===== src/rtl/fp32_stim_gen_if.sv =====
// rtl/fp32_stim_gen_if.sv - operand/control bundle between stimulus generator and multiplier bench
interface fp32_stim_gen_if;
   logic        start;
   logic        pause;
   logic [31:0] x1;
   logic [31:0] x2;
   logic        val;
   logic        over;
   logic        busy;
   logic [31:0] vec_cnt;

   modport master (
      input  start,
      input  pause,
      output x1,
      output x2,
      output val,
      output over,
      output busy,
      output vec_cnt
   );

   modport slave (
      output start,
      output pause,
      input  x1,
      input  x2,
      input  val,
      input  over,
      input  busy,
      input  vec_cnt
   );
endinterface


===== src/rtl/fp32_stim_gen.sv =====
// rtl/fp32_stim_gen.sv - fp32 multiplier operand generator: directed corners, LFSR randoms, drain
module fp32_stim_gen #(
   parameter int          NUM_VECTORS = 1000000,
   parameter logic [31:0] SEED        = 32'h0000_0001,
   parameter int          EXP_BASE    = 95,
   parameter int          PIPE_LAT    = 4
) (
   input  logic            clk,
   input  logic            rst,
   fp32_stim_gen_if.master gen
);

   // A zero seed would lock a Galois LFSR at zero forever.
   localparam logic [31:0] SEED_A_RAW = SEED;
   localparam logic [31:0] SEED_B_RAW = SEED ^ 32'hFFFF_FFFF;
   localparam logic [31:0] SEED_A     = (SEED_A_RAW == 32'h0) ? 32'h1 : SEED_A_RAW;
   localparam logic [31:0] SEED_B     = (SEED_B_RAW == 32'h0) ? 32'h1 : SEED_B_RAW;
   localparam logic [31:0] NUM_V      = NUM_VECTORS[31:0];
   localparam bit          SHORT_RUN  = (NUM_VECTORS == 8);
   localparam logic [7:0]  EXP_B      = EXP_BASE[7:0];
   localparam logic [31:0] DRAIN_LAST = (PIPE_LAT > 1) ? 32'(PIPE_LAT - 1) : 32'd0;
   localparam logic [31:0] LFSR_TAPS  = 32'h8020_0003;

   typedef enum logic [2:0] {
      S_IDLE,
      S_DIRECTED,
      S_RANDOM,
      S_DRAIN,
      S_DONE
   } state_t;

   state_t      state;
   logic [2:0]  idx;
   logic [31:0] drain_cnt;
   logic [31:0] ra;
   logic [31:0] rb;

   // Corner cases: exact ones, small integers, sign mixes, mantissa carry-out,
   // sqrt(2) rounding, wide exponent spread, and near-max products.
   function automatic logic [63:0] dir_entry(input logic [2:0] i);
      logic [63:0] e;
      case (i)
         3'd0:    e = {32'h3F80_0000, 32'h3F80_0000};
         3'd1:    e = {32'h4000_0000, 32'h4040_0000};
         3'd2:    e = {32'hBFC0_0000, 32'h4000_0000};
         3'd3:    e = {32'hBF80_0000, 32'hBF80_0000};
         3'd4:    e = {32'h3FFF_FFFF, 32'h3FFF_FFFF};
         3'd5:    e = {32'h3FB5_04F3, 32'h3FB5_04F3};
         3'd6:    e = {32'h4F00_0000, 32'h3000_0000};
         default: e = {32'h5F7F_FFFF, 32'h5F7F_FFFF};
      endcase
      return e;
   endfunction

   function automatic logic [31:0] lfsr_next(input logic [31:0] s);
      return (s >> 1) ^ (s[0] ? LFSR_TAPS : 32'h0);
   endfunction

   // Only 6 exponent bits are used so both operands stay in 95..158 and
   // the product exponent never overflows or goes denormal.
   function automatic logic [31:0] to_operand(input logic       sgn,
                                              input logic [5:0]  e,
                                              input logic [22:0] m);
      return {sgn, EXP_B + {2'b00, e}, m};
   endfunction

   // Run sequencer: all outputs registered, pause freezes generation state.
   always_ff @(posedge clk) begin
      if (rst) begin
         state       <= S_IDLE;
         idx         <= 3'd0;
         drain_cnt   <= 32'd0;
         ra          <= SEED_A;
         rb          <= SEED_B;
         gen.x1      <= 32'd0;
         gen.x2      <= 32'd0;
         gen.val     <= 1'b0;
         gen.over    <= 1'b0;
         gen.busy    <= 1'b0;
         gen.vec_cnt <= 32'd0;
      end else begin
         case (state)
            S_IDLE: begin
               gen.val  <= 1'b0;
               gen.over <= 1'b0;
               gen.busy <= 1'b0;
               // busy is still high for the one cycle after DONE; start is ignored then.
               if (gen.start && !gen.busy) begin
                  state       <= S_DIRECTED;
                  gen.busy    <= 1'b1;
                  gen.vec_cnt <= 32'd0;
                  idx         <= 3'd0;
               end
            end

            S_DIRECTED: begin
               if (gen.pause) begin
                  gen.val <= 1'b0;
               end else begin
                  {gen.x1, gen.x2} <= dir_entry(idx);
                  gen.val          <= 1'b1;
                  gen.vec_cnt      <= gen.vec_cnt + 32'd1;
                  idx              <= idx + 3'd1;
                  if (idx == 3'd7) begin
                     drain_cnt <= 32'd0;
                     state     <= SHORT_RUN ? S_DRAIN : S_RANDOM;
                  end
               end
            end

            S_RANDOM: begin
               if (gen.pause) begin
                  gen.val <= 1'b0;
               end else begin
                  gen.x1      <= to_operand(ra[31], ra[28:23], ra[22:0]);
                  gen.x2      <= to_operand(rb[31], rb[28:23], rb[22:0]);
                  ra          <= lfsr_next(ra);
                  rb          <= lfsr_next(rb);
                  gen.val     <= 1'b1;
                  gen.vec_cnt <= gen.vec_cnt + 32'd1;
                  if (gen.vec_cnt + 32'd1 >= NUM_V) begin
                     drain_cnt <= 32'd0;
                     state     <= S_DRAIN;
                  end
               end
            end

            S_DRAIN: begin
               gen.val <= 1'b0;
               if (drain_cnt == DRAIN_LAST) begin
                  state <= S_DONE;
               end else begin
                  drain_cnt <= drain_cnt + 32'd1;
               end
            end

            S_DONE: begin
               gen.val  <= 1'b0;
               gen.over <= 1'b1;
               state    <= S_IDLE;
            end

            default: begin
               state <= S_IDLE;
            end
         endcase
      end
   end

endmodule


===== src/flat_wrapper.sv =====
// flat-port wrapper written by rule: the top's interface ports become plain ports
module fp32_stim_gen_flat 
#(
   parameter int          NUM_VECTORS = 1000000,
   parameter logic [31:0] SEED        = 32'h0000_0001,
   parameter int          EXP_BASE    = 95,
   parameter int          PIPE_LAT    = 4
)
  (clk, rst, gen_start, gen_pause, gen_x1, gen_x2, gen_val, gen_over, gen_busy, gen_vec_cnt);
  fp32_stim_gen_if gen_i ();
  input  logic clk;
  input  logic rst;
  input wire logic [$bits(gen_i.start)-1:0] gen_start;
  input wire logic [$bits(gen_i.pause)-1:0] gen_pause;
  output wire logic [$bits(gen_i.x1)-1:0] gen_x1;
  output wire logic [$bits(gen_i.x2)-1:0] gen_x2;
  output wire logic [$bits(gen_i.val)-1:0] gen_val;
  output wire logic [$bits(gen_i.over)-1:0] gen_over;
  output wire logic [$bits(gen_i.busy)-1:0] gen_busy;
  output wire logic [$bits(gen_i.vec_cnt)-1:0] gen_vec_cnt;
  assign gen_i.start = gen_start;
  assign gen_i.pause = gen_pause;
  assign gen_x1 = gen_i.x1;
  assign gen_x2 = gen_i.x2;
  assign gen_val = gen_i.val;
  assign gen_over = gen_i.over;
  assign gen_busy = gen_i.busy;
  assign gen_vec_cnt = gen_i.vec_cnt;
  fp32_stim_gen #(.NUM_VECTORS(NUM_VECTORS), .SEED(SEED), .EXP_BASE(EXP_BASE), .PIPE_LAT(PIPE_LAT)) u_core (.clk(clk), .rst(rst), .gen(gen_i));
endmodule

===== config.mk =====
export PLATFORM = sky130hd
export DESIGN_NAME = fp32_stim_gen_flat
export DESIGN_NICKNAME = d
export VERILOG_FILES = /design/src/rtl/fp32_stim_gen_if.sv /design/src/rtl/fp32_stim_gen.sv /design/src/flat_wrapper.sv
export SDC_FILE = /design/constraint.sdc
export NUM_CORES = 1
export LEC_CHECK = 0
export CAP_MARGIN = 20
export CORE_UTILIZATION = 40
export DETAILED_ROUTE_END_ITERATION = 8
export GPL_TIMING_DRIVEN = 0
export HOLD_SLACK_MARGIN = 0.08
export PLACE_DENSITY = 0.6
export REMOVE_ABC_BUFFERS = 1
export SLEW_MARGIN = 40
export SYNTH_ARGS = -nofsm -noshare
export SYNTH_HDL_FRONTEND = slang
export SYNTH_SLANG_ARGS = --single-unit

===== constraint.sdc =====
create_clock -name clk -period 3.25 [get_ports clk]
set_input_delay 0.65 -clock clk [delete_from_list [all_inputs] [get_ports clk]]
set_output_delay 0.65 -clock clk [all_outputs]
set_load 0.02 [all_outputs]

---- Word level (Yosys, flattened, before mapping) ----
Index checks and enable logic that the tools add are counted.
storage, ports and cells
  flip-flop bits (word level) ............. 201
  word-level logic and storage cells ...... 90
cells by class
  add/sub/neg operators ................... 5
  $lt $le $gt $ge ......................... 1
  equality and inequality tests ........... 20
  multiplexer cells ....................... 32
  bitwise operators ....................... 3
  reductions and logical operators ........ 18
operators by type and width
  operator                 count
  $pmux W64 S7             1
  $mux W32                 13
  $pmux W32 S2             3
  $pmux W32 S3             1
  $add A32 B1 Y32 const B  2
  $xor A31 B32 Y32         2
  $eq A32 B2 Y1 const B    1
  $ge A32 B20 Y1 const B   1
  $mux W3                  8
  $add A7 B6 Y8 const A    2
  $eq A3 B3 Y1 const B     5
  $eq A3 B2 Y1 const B     4
  $pmux W3 S4              1
  $reduce_and A6 Y1        2
  $reduce_bool A2 Y1       5
  $reduce_and A3 Y1        3
  $ne A2 B1 Y1 const B     4
  $ne A2 B2 Y1 const B     4
  $eq A3 B1 Y1 const B     2
  $logic_not A3 Y1         2
  $pmux W3 S2              1
  $pmux W1 S2              2
  $add A3 B1 Y3 const B    1
  $reduce_bool A3 Y1       1
  other kinds (7)          8

---- Depth between registers and ports, before layout ----
Gate-level depths: netlist of run 1.
  depth after elaboration ................. 5
  mapped depth ............................ 12
  mapped depth without buffers ............ 10

---- Worst setup path after synthesis of run 1 ----
No wires, ideal clock.
  path type ............................... reg2reg
  from .................................... register u_core.gen.vec_cnt[0]
  to ...................................... register u_core.drain_cnt[10]
  library setup time ...................... 0.089 ns
  arrival time ............................ 2.852 ns
  setup slack ............................. 0.309 ns
  stages on the path, launching flop included .. 12
  path buffers ............................ 2
  period minus slack after synthesis ...... 2.941 ns
  cells stage by stage .................... dfxtp_1 > ha_1 > nand3_2 > nor2_2 > mux2_1 > o311a_1 > or4_1 > and4_4 > o22a_1 > buf_6 > buf_6 > a311oi_2
on the way
  cells in the longest elaborated chain, start to end .. 4
RTL lines
  element                      line                    source
  start: declaration           fp32_stim_gen_if.sv:20  output vec_cnt
  start signal: assignment     fp32_stim_gen.sv:102    gen.vec_cnt <= gen.vec_cnt + 32'd1;
  start signal: assignment     fp32_stim_gen.sv:120    gen.vec_cnt <= gen.vec_cnt + 32'd1;
  $add A32 B1 Y32              fp32_stim_gen.sv:121    if (gen.vec_cnt + 32'd1 >= NUM_V) begin
  $ge A32 B20 Y1               fp32_stim_gen.sv:121
  $ne A2 B1 Y1 (no line)       --
  $reduce_and A6 Y1 (no line)  --
  end signal: assignment       fp32_stim_gen.sv:133    drain_cnt <= drain_cnt + 32'd1;
  end: declaration             fp32_stim_gen.sv:34     logic [31:0] drain_cnt;
No other way between the ends.
A chain may end at the register's enable or synchronous reset.

---- Worst setup path in the final report of run 1 ----
  from .................................... register u_core.gen.vec_cnt[1]
  to ...................................... register u_core.drain_cnt[14]
The elaborated chain is that of the path after synthesis.

==> results of run 1 <==
==> cells in the mapped netlist (3+ instances only) <==
| master | number | area, sq um |
|---|---|---|
| a211o_1 | 8 | 70.07 |
| a211oi_1 | 19 | 142.6 |
| a21o_1 | 5 | 37.54 |
| a21oi_1 | 126 | 630.6 |
| a311oi_1 | 10 | 87.58 |
| a311oi_2 | 27 | 405.4 |
| a31oi_1 | 19 | 118.9 |
| and3_1 | 12 | 75.07 |
| and4_1 | 5 | 43.79 |
| buf_1 | 9 | 33.78 |
| buf_2 | 10 | 50.05 |
| buf_6 | 3 | 33.78 |
| clkbuf_1 | 69 | 259.0 |
| dfxtp_1 | 201 | 4024 |
| ha_1 | 10 | 125.1 |
| inv_1 | 14 | 52.55 |
| nand2_1 | 201 | 754.5 |
| nand2b_1 | 4 | 25.02 |
| nand3_1 | 33 | 165.2 |
| nand3_2 | 4 | 40.04 |
| nand3b_1 | 29 | 217.7 |
| nand4_1 | 16 | 100.1 |
| nor2_1 | 146 | 548.0 |
| nor2b_1 | 3 | 18.77 |
| nor3_1 | 80 | 400.4 |
| nor3_2 | 4 | 40.04 |
| nor4_1 | 16 | 100.1 |
| o211ai_1 | 6 | 45.04 |
| o21a_1 | 4 | 30.03 |
| o21ai_0 | 35 | 175.2 |
| o31ai_1 | 7 | 52.55 |
| or2_2 | 3 | 18.77 |
| or3_1 | 8 | 50.05 |
| or4_1 | 3 | 22.52 |
| xnor2_1 | 13 | 113.9 |
| xor2_1 | 9 | 78.83 |
==> worst max-delay path: stages, from the launching register on <==
cell	delay (ns)
dfxtp_1	0.44
ha_1	0.24
nand3_2	0.22
nor2_2	0.17
mux2_1	0.34
o311a_1	0.28
or4_1	0.42
and4_4	0.22
o22a_4	0.34
a21oi_1	0.21
a211oi_2	0.06
==> per-stage QoR <==
step	instance area [sq um]	std cells	setup slack, ns	util	power (mW)
CTS	11710	1580	0.04479	0.5108	8.560
floorplan	9066	1106	-4.172	-	4.653
global placement	10480	1521	-10.32	0.4573	5.749
global route	11740	1581	-0.007855	0.5125	8.971
finish	11740	1581	0.1825	0.5125	8.482
detailed placement	10900	1536	-0.3170	0.4756	5.897
==> logic make-up after synthesis <==
logic type,count (synthesis),share of synthesized area
multiplexers,2,0.002249
adder cells (fa/ha/maj),10,0.01323
flip-flops,201,0.4255
buffers and inverters,106,0.04696
AO/OA/AOI/OAI,280,0.2027
AND/OR/NAND/NOR,577,0.2891
XOR/XNOR,22,0.02037
==> layout by cell type (no fill, tap or decap), types with 6 or more instances in the layout <==
cell	count
buf_8	6
and3_1	12
o31ai_1	7
dfxtp_1	200
o211ai_1	6
nand3b_1	29
nor2_1	142
clkbuf_8	9
buf_16	7
xnor2_1	13
inv_1	14
ha_1	10
nor3_1	80
nand4_1	16
a311oi_1	10
xor2_1	9
o21ai_0	33
a21oi_1	126
a31oi_1	19
nand3_1	33
or3_1	8
nand2_1	197
clkbuf_16	25
clkdlybuf4s50_1	101
nor4_1	14
a211o_1	8
a211oi_1	19
a311oi_2	27
==> power by group through the flow <==
| stage | Clock, mW | Sequential (mW) | Combinational (mW) |
|---|---|---|---|
| detailed placement | 0 | 3.10 | 2.80 |
| global placement | 0 | 3.10 | 2.65 |
| CTS | 2.68 | 3.05 | 2.83 |
| global route | 2.79 | 3.09 | 3.09 |
| finish | 2.62 | 3.05 | 2.81 |
| floorplan | 0 | 3.36 | 1.30 |
==> worst min path at each step <==
stage | startpoint | end | depth (start not counted)
2_1_floorplan | u_core.ra[29] | u_core.ra[28] | 2
3_3_place_gp | u_core.ra[30] | u_core.ra[29] | 2
3_5_place_dp | u_core.gen.x1[28] | u_core.gen.x1[28] | 2
4_1_cts | u_core.gen.x1[28] | u_core.gen.x1[28] | 2
5_1_grt | u_core.ra[30] | u_core.ra[29] | 2
6_report | u_core.gen.x1[28] | u_core.gen.x1[28] | 2
==> final cells by class <==
| class | instances | area, sq um | share of cell area |
|---|---|---|---|
| Multi-Input combinational cell | 892 | 5120 | 0.4360 |
| Sequential cell | 201 | 4025 | 0.3427 |
| Timing Repair Buffer | 118 | 1361 | 0.1159 |
| Clock buffer | 37 | 760.7 | 0.06478 |
| Tap cell | 313 | 391.6 | 0.03335 |
| Inverter | 14 | 52.55 | 0.004475 |
| Clock inverter | 6 | 32.53 | 0.002770 |
==> sequential cells by signal (all words and copies together) (netlist names) <==
signal and count:
u_core.drain_cnt 32, u_core.gen.vec_cnt 32, u_core.gen.x1 32, u_core.gen.x2 32, u_core.ra 32, u_core.rb 32, u_core.idx 3, u_core.state 3
u_core.gen.busy 1, u_core.gen.over 1, u_core.gen.val 1
==> metal layers <==
layer  up-vias  share of wire  GRT usage
met2       164           0.46     0.3201
li1       4377              -          -
met4         0          0.020    0.05275
met3        30          0.035    0.02417
met5         -              0          0
met1      4141           0.49     0.2785
==> repair_timing <==
item	CTS	global route
resized for setup	2	5
endpoints found under the setup margin	21	36
buffers inserted	0	1
gates cloned	1	0
pin swaps	0	1
==> metrics.md, run 1 <==
| Metric | Value |
|---|---|
| Status | finished, final reports clean |
| R2r setup slk | 0.18 ns |
| Skew-Pair Late Insertion Delay | 0.51 ns |
| Final setup violation count | 0 |
| Hold_buf cts | 0 |
| Via density | 5.510 |
| Num CTS Buffers | 24 |
| Antenna Violating Nets Remaining | 0 |
| DRC | 0 |
| Share of cells above drive strength 1 | 0.09464 |
| Die W | 155.8 um |
| Clock-pin slew on the worst setup and hold paths | 0.06 ns |
| Antenna violations before repair | 0 |
| # IOs | 103 |
| Least-Margin Pin Slew | 0.8045 ns |
| Cell Area, Synth | 9458 sq um |
| Ys flop type | dfxtp_1 |
| TritonCTS clock tree | built |
| WHS | 0.4545 ns |
| Starting Density | 0.4127 |
| Rel. slew slack | 0.4636 |
| Pins Over Slew Limit | 0 |
| Fillers | 2224 |
| Drt total wl | 24.50 mm |
| Comb power frac | 0.331 |
| DR vias | 8712 |
| Routed wire length per instance | 15.50 um |
| Crit. End Element | flop |
| Seq/Total Area, Yosys | 0.4255 |
| Reg2Reg Depth | 10 |
| Final nets | 1265 |
| Core ar. | 22920 sq um |
| RSZ-0062 raised after global routing | yes |
| DR iter-0 viols | 585 |
| Max Buffers Root-to-Sink | 3 |
| GRT overflow | 0 |
| Area delta synth->final | 24.17% |
| Asr flop ratio synth | 0 |
| Crit Path Class | reg -> reg |
| Post-Syn Instances | 1198 |
| Worst Clk Skew | 0.01058 ns |
| Pleak | 4.009 nW |
| Die ar. | 24260 sq um |
| First-pass DRT Iterations | 4 |
| Reg-to-Reg Start | u_core.gen.vec_cnt[1] |
| Ant. Diodes | 0 |
| Final hold vios | 0 |
| CP startpoint kind | flop |
| Worst min-delay path category | reg -> reg |
| Max Clk Rate | 326.0 MHz |
| Clk root buf | clkbuf_16 |
| H-tree Lvls | 1 |
| Syn Area/Cell | 7.895 sq um |
| CP required | 3.63 ns |
| Clock power frac | 0.309 |
| # rows | 55 |
| Buffers added on ports | 102 |
| Post-synth EDFFs | 0 |
| CP endpoint | u_core.drain_cnt[14] |
| CP Data Arrival Time | 3.45 ns |
| Largest net degree at the start of global routing | 81 |
| GPL Wtd Cong | 0.8622 |
| Global-route usage over all layers | 0.1983 |
| Critical R2R Capture | u_core.drain_cnt[14] |
| Global-route wire length before repair | 40.19 mm |
| CP Launch Point | u_core.gen.vec_cnt[1] |
| DP Wirelength | 15.56 mm |
| Flop pwr share | 0.359 |
| Int Power | 5.521 mW |
| Tcrit/Tclk final | 0.9438 |
| Final setup TNS | 0 ns |
| Maxcap violations | 0 |
| CP max FO | 17 |
| Period minus WS final | 3.067 ns |
| Sw frac | 0.3491 |
| Die height | 155.8 um |
| Seq cells post-synth | 201 |
| Power Density | 722.2 nW/um^2 |
| Sink Count | 201 |
| Switching pwr | 2.961 mW |
| Vias in the first global route | 7832 |
| Synth cell types | 60 |
| Synth warn | 0 |
| Worst VDD drop | 398.6 uV |
Note: power is estimated with default switching activity, not from simulation.
==> run 2, diff against run 1 <==
--- a/config.mk
+++ b/config.mk
@@ -7,6 +7,8 @@
 export LEC_CHECK = 0
 export CAP_MARGIN = 20
 export CORE_UTILIZATION = 40
+export CTS_BUF_LIST = sky130_fd_sc_hd__clkbuf_16
+export CTS_CLUSTER_SIZE = 12
 export DETAILED_ROUTE_END_ITERATION = 8
 export GPL_TIMING_DRIVEN = 0
 export HOLD_SLACK_MARGIN = 0.08
==> metrics.md, run 2 (synthesized netlist as in run 1, its figures left out) <==
| Metric | Value |
|---|---|
| Share of cells above drive strength 1 | 0.08675 (-0.007886) |
| Antenna Violating Nets Remaining | 0 (unchanged) |
| Die height | 155.8 um (unchanged) |
| CP startpoint kind | flop |
| Period minus WS final | 3.093 ns (+0.02518 ns) |
| CP peak stage delay | 0.47 ns (+0.03 ns) |
| R2r setup slk | 0.16 ns (-0.03 ns) |
| Die ar. | 24260 sq um (unchanged) |
| Clock power frac | 0.290 (-0.019) |
| Final setup TNS | 0 ns (unchanged) |
| DR iter-0 viols | 567 (-3.1%) |
| Switching pwr | 2.952 mW (-0.31%) |
| Tcrit/Tclk final | 0.9516 (+0.007748) |
| Slowest cell on the critical path | dfxtp_1 |
| Largest net degree at the start of global routing | 81 (unchanged) |
| Worst hold start | u_core.gen.x1[28] |
| CP required | 3.63 ns (about the same) |
| DP Wirelength | 15.56 mm (unchanged) |
| Vias in the first global route | 7807 (-0.32%) |
| Crit Path Class | reg -> reg |
| # IOs | 103 (unchanged) |
| Global-route usage over all layers | 0.1981 (about the same) |
| GRT overflow | 0 (unchanged) |
| Rel. slew slack | 0.4724 (+0.008791) |
| Commonest non-fill, non-tap cell in the layout | dfxtp_1 |
| Final setup violation count | 0 (unchanged) |
| CP Data Arrival Time | 3.47 ns (+0.02 ns) |
| CP max FO | 17 (unchanged) |
| Least-Margin Pin Slew | 0.7913 ns (-0.01319 ns) |
| CP Depth | 10 (unchanged) |
| WHS Endpoint | u_core.gen.x1[28] |
| Crit path max-delay family | simple AND/OR/NAND/NOR gates |
| First-pass DRT Iterations | 5 (+1) |
| Area delta synth->final | 23.20% |
| Core ar. | 22920 sq um (unchanged) |
| Reg-to-Reg Start | u_core.gen.vec_cnt[0] |
| Int Power | 5.297 mW (-4.1%) |
| Final WS setup | 0.1573 ns (-0.02518 ns) |
| H-tree Lvls | 1 (unchanged) |
| Buffers added on ports | 102 (unchanged) |
| Antenna violations before repair | 0 (unchanged) |
| Num CTS Buffers | 24 (unchanged) |
| Skew-Pair Late Insertion Delay | 0.51 ns (about the same) |
| Final nets | 1265 (unchanged) |
| DRC | 0 (unchanged) |
| Crit. End Element | flop |
| Worst VDD drop | 397.1 uV (-0.38%) |
| Flop pwr share | 0.370 (+0.011) |
| Pleak | 3.970 nW (-0.96%) |
| Drt total wl | 24.57 mm (+0.27%) |
| TritonCTS clock tree | built |
| Routed wire length per instance | 15.54 um (+0.27%) |
| Pre-CTS WS | -0.3170 ns (unchanged) |
| Die W | 155.8 um (unchanged) |
| Reg2Reg Depth | 10 (unchanged) |
| Final hold vios | 0 (unchanged) |
| Starting Density | 0.4127 (unchanged) |
| Crit path buffers/inverters | 0 (unchanged) |
| DR vias | 8732 (+0.23%) |
| GPL Wtd Cong | 0.8622 (unchanged) |
| Status | finished, final reports clean |
| Clock-pin slew on the worst setup and hold paths | 0.06 ns (about the same) |
| # rows | 55 (unchanged) |
| Cells after DPL | 1536 (unchanged) |
| CP Launch Point | u_core.gen.vec_cnt[0] |
| Sw frac | 0.3578 (+0.008746) |
| Maxcap violations | 0 (unchanged) |
| Ant. Diodes | 0 (unchanged) |
| Final Non-Filler Cells | 1581 (unchanged) |
| Critical R2R Capture | u_core.drain_cnt[14] |
| Worst min-delay path category | reg -> reg |
| Commonest non-fill, non-tap cells in the layout | dfxtp_1, nand2_1, nor2_1, a21oi_1, clkdlybuf4s50_1 |
| Via density | 5.523 (+0.23%) |
| Global-route wire length before repair | 40.14 mm (-0.12%) |
| Sink Count | 201 (unchanged) |
| Critical-path cell list | ha_1, nand3_2, nor2_2, mux2_1, o311a_1, or4_1, and4_4, o22a_4, a21oi_1, a211oi_2 |
| Post-layout util | 0.5085 (-0.003986) |
| Worst Clk Skew | 0.009964 ns (-0.0006192 ns) |
| Clk root buf | clkbuf_16 |
| Comb power frac | 0.341 (+0.010) |
| Pins Over Slew Limit | 0 (unchanged) |
| Max Buffers Root-to-Sink | 3 (unchanged) |
| Power Density | 707.9 nW/um^2 (-2.0%) |
| Worst hold stages | 2 (unchanged) |
| RSZ-0062 raised after global routing | yes |
| Max Clk Rate | 323.3 MHz (-0.81%) |
| Overall power | 8.248 mW (-2.7%) |
==> run 2: worst max path at each step <==
stage	end	slack [ns]
after CTS	u_core.drain_cnt[30]	0.04
after global placement	u_core.gen.x1[20]	-10.32
after detailed placement	u_core.gen.vec_cnt[19]	-0.32
final	u_core.drain_cnt[14]	0.16
after floorplan	u_core.gen.x1[0]	-4.17
after global routing	u_core.state[0]	-0.04
==> run 2: timing repair <==
item | CTS | global route
setup endpoints to repair | 21 | 36
pin swaps | 0 | 1
setup buffers | 0 | 1
cloned | 1 | 0
gates resized for setup | 2 | 4
hold buffers | 0 | 0
==> run 2: power groups by stage <==
stage               clock, mW  sequential (mW)  combinational [mW]
floorplan                   0             3.36                1.30
global placement            0             3.10                2.65
detailed placement          0             3.10                2.80
CTS                      2.45             3.05                2.83
global route             2.56             3.09                3.09
finish                   2.39             3.05                2.81
==> run 2: worst register-to-register path, delay by kind of cell (launching register included) <==
kind	cells	cell delay, ns
fa+ha+maj	1	0.25
flops	1	0.47
mux	1	0.34
simple gates	4	1.02
compound gates	4	0.90
==> run 2: area by class of cell <==
| class | count | area (sq um) |
|---|---|---|
| clock buffers | 25 | 625.6 |
| clock inverters | 18 | 77.57 |
| fillers | 2223 | 11260 |
| inverters | 14 | 52.55 |
| multi-input cells | 892 | 5120 |
| flip-flops and latches | 201 | 4024 |
| well taps | 313 | 391.6 |
| repair buffers | 118 | 1361 |
==> run 2: routing by layer <==
layer  global-route usage  routed length [um]  up-vias
met5                    0                   0        -
met4              0.05275                 454        0
met3              0.02417                 867       30
met2               0.3186               11230      177
met1               0.2793               12020     4141
li1                     -                   -     4384
==> run 2: per-stage QoR <==
step | hold slack, ns | area, sq um
floorplan | 0.4260 | 9066
global placement | 0.4420 | 10480
detailed placement | 0.4495 | 10900
CTS | 0.4582 | 11620
global route | 0.4792 | 11650
finish | 0.4542 | 11650
==> run 3, diff against run 2 <==
--- a/config.mk
+++ b/config.mk
@@ -6,14 +6,15 @@
 export NUM_CORES = 1
 export LEC_CHECK = 0
 export CAP_MARGIN = 20
+export CELL_PAD_IN_SITES_DETAIL_PLACEMENT = 0
+export CELL_PAD_IN_SITES_GLOBAL_PLACEMENT = 1
 export CORE_UTILIZATION = 40
 export CTS_BUF_LIST = sky130_fd_sc_hd__clkbuf_16
 export CTS_CLUSTER_SIZE = 12
 export DETAILED_ROUTE_END_ITERATION = 8
 export GPL_TIMING_DRIVEN = 0
 export HOLD_SLACK_MARGIN = 0.08
-export PLACE_DENSITY = 0.6
-export REMOVE_ABC_BUFFERS = 1
+export PLACE_DENSITY = 0.77
 export SLEW_MARGIN = 40
 export SYNTH_ARGS = -nofsm -noshare
 export SYNTH_HDL_FRONTEND = slang
==> constraint.sdc (replaced) <==
create_clock -name clk -period 4 [get_ports clk]
set_input_delay 0.8 -clock clk [delete_from_list [all_inputs] [get_ports clk]]
set_output_delay 0.8 -clock clk [all_outputs]
set_load 0.02 [all_outputs]
==> metrics.md, run 3 (synthesized netlist as in run 1, its figures left out) <==
| Metric | Value |
|---|---|
| Status | finished, final reports clean |
| DP Wirelength | 19.37 mm (+25%) |
| Max Buffers Root-to-Sink | 3 (unchanged) |
| Hold_buf cts | 0 (unchanged) |
| Dpl cell area | 10870 sq um (-0.26%) |
| Antenna Violating Nets Remaining | 0 (unchanged) |
| Via density | 5.492 (-0.57%) |
| First-pass DRT Iterations | 5 (unchanged) |
| Largest net degree at the start of global routing | 13 (-84%) |
| Buffers added on ports | 101 (-0.98%) |
| Least-Margin Pin Slew | 0.8609 ns (+0.06952 ns) |
| TritonCTS clock tree | built |
| Pleak | 3.931 nW (-1.0%) |
| Num CTS Buffers | 23 (-4.2%) |
| Postcts setup bufs | 0 (unchanged) |
| CP max FO | 10 (-7) |
| Cell area after layout | 11570 sq um (-0.74%) |
| Worst min-delay path category | reg -> reg |
| Tcrit/Tclk final | 0.8090 (-0.1426) |
| Pins Over Slew Limit | 0 (unchanged) |
| Final setup violation count | 0 (unchanged) |
| Critical R2R Capture | u_core.drain_cnt[12] |
| R2r setup slk | 0.76 ns (+0.61 ns) |
| CP required | 4.41 ns (+0.78 ns) |
| Drt total wl | 28.31 mm (+15%) |
| Vias in the first global route | 8290 (+6.2%) |
| Sink Count | 201 (unchanged) |
| Global-route wire length before repair | 44.98 mm (+12%) |
| Worst Clk Skew | 0.01185 ns (+0.001885 ns) |
| # IOs | 103 (unchanged) |
| Global-route usage over all layers | 0.2317 (+0.03355) |
| Worst hold stages | 2 (unchanged) |
| Crit Path Class | reg -> reg |
| H-tree Lvls | 1 (unchanged) |
| Commonest non-fill, non-tap cells in the layout | nand2_1, dfxtp_1, nor2_1, a21oi_1, clkdlybuf4s50_1 |
| Share of cells above drive strength 1 | 0.07025 (-0.01650) |
| Period minus WS final | 3.236 ns (+0.1433 ns) |
| DR iter-0 viols | 615 (+8.5%) |
| Starting Density | 0.4127 (unchanged) |
| # rows | 55 (unchanged) |
| CTS resizes | 0 (-2) |
| DR vias | 9067 (+3.8%) |
| Maxcap violations | 0 (unchanged) |
| Ant. Diodes | 0 (unchanged) |
| Area delta synth->final | 22.29% |
| GRT overflow | 0 (unchanged) |
| Worst hold start | u_core.ra[29] |
| RSZ-0062 raised after global routing | no |
| Clock-pin slew on the worst setup and hold paths | 0.06 ns (about the same) |
| Clk root buf | clkbuf_16 |
| Antenna violations before repair | 0 (unchanged) |
| CP startpoint kind | flop |
| Power Density | 582.3 nW/um^2 (-18%) |
| Die ar. | 24260 sq um (unchanged) |
| Worst VDD drop | 354.3 uV (-11%) |
| Reg-to-Reg Start | u_core.gen.vec_cnt[0] |
| Final setup TNS | 0 ns (unchanged) |
| Reg2Reg Depth | 11 (+1) |
| Die height | 155.8 um (unchanged) |
| Die W | 155.8 um (unchanged) |
| Crit. End Element | flop |
| Rel. slew slack | 0.4261 (-0.04635) |
| Routed wire length per instance | 17.15 um (+10%) |
| Net count after synthesis | 1212 |
| Max Clk Rate | 309.0 MHz (-4.4%) |
| GPL Wtd Cong | 0.8741 (+1.4%) |
| WHS Endpoint | u_core.ra[28] |
| Cells after DPL | 1612 (+4.9%) |
| Final hold vios | 0 (unchanged) |
| Final Non-Filler Cells | 1651 (+4.4%) |
| Core ar. | 22920 sq um (unchanged) |
| DRC | 0 (unchanged) |
| Final nets | 1338 (+5.8%) |
| Skew-Pair Late Insertion Delay | 0.51 ns (about the same) |
| CP Data Arrival Time | 3.65 ns (+0.18 ns) |
| WHS | 0.4527 ns (-0.001473 ns) |
==> run 3: cell count changes in the layout (fill, tap and decap cells not counted), sizes merged <==
cell,delta
o22a,-1
clkbuf,+67
buf,+6
inv,+1
clkinv,-5
bufinv,+2
==> run 3: cell type report <==
type                            count  area (sq um)
Clock inverter                     16         121.4
Multi-Input combinational cell    891          4996
Fill cell                        2310         11350
Tap cell                          313         391.6
Inverter                           14         52.55
Buffer                             92         394.1
Sequential cell                   201          4024
Clock buffer                       23         575.6
Timing Repair Buffer              101          1011
==> run 3: worst max path at each step <==
stage,startpoint,endpoint,slack (ns)
2_1_floorplan,u_core.gen.vec_cnt[0],u_core.drain_cnt[10],1.06
3_3_place_gp,gen_pause,u_core.gen.x1[2],0.24
3_5_place_dp,gen_pause,u_core.gen.x1[22],0.38
4_1_cts,u_core.state[0],u_core.gen.x1[6],0.76
5_1_grt,u_core.state[0],u_core.gen.x1[0],0.41
6_report,u_core.gen.vec_cnt[0],u_core.drain_cnt[12],0.76
==> run 3: layer usage <==
metal  global-route usage  up-vias  wire [um]  share of wire
li1                     -     4512          -              -
met3              0.03167       39       1467          0.052
met2               0.3782      231      12830           0.45
met1               0.3194     4285      13410           0.47
met5                    0        -          0              0
met4              0.06303        0        602          0.021
==> run 3: metrics by stage <==
stage,power [mW],setup slack [ns],util
after global placement,4.770,0.2394,0.4739
after floorplan,3.856,1.059,-
after CTS,6.788,0.7650,0.5047
after global routing,7.110,0.4073,0.5047
final,6.735,0.7640,0.5047
after detailed placement,4.775,0.3829,0.4743
==> run 3: worst max-delay path: stages, from the launching register on <==
cell      delay [ns]
dfxtp_1         0.46
ha_1            0.24
nand3_2         0.19
nor3_2          0.55
nand3_1         0.33
a211o_1         0.31
o31ai_1         0.06
nand4_1         0.22
o22a_1          0.24
buf_6           0.14
buf_6           0.15
a311oi_2        0.24
==> run 3: report_power, final <==
part           leakage (nW)  internal, mW  switching, mW  total, mW
Clock                 0.357          1.16          0.831       2.00
Combinational          1.94         0.802           1.48       2.28
Sequential             1.63          2.28          0.180       2.46
Total                  3.93          4.25           2.49       6.73
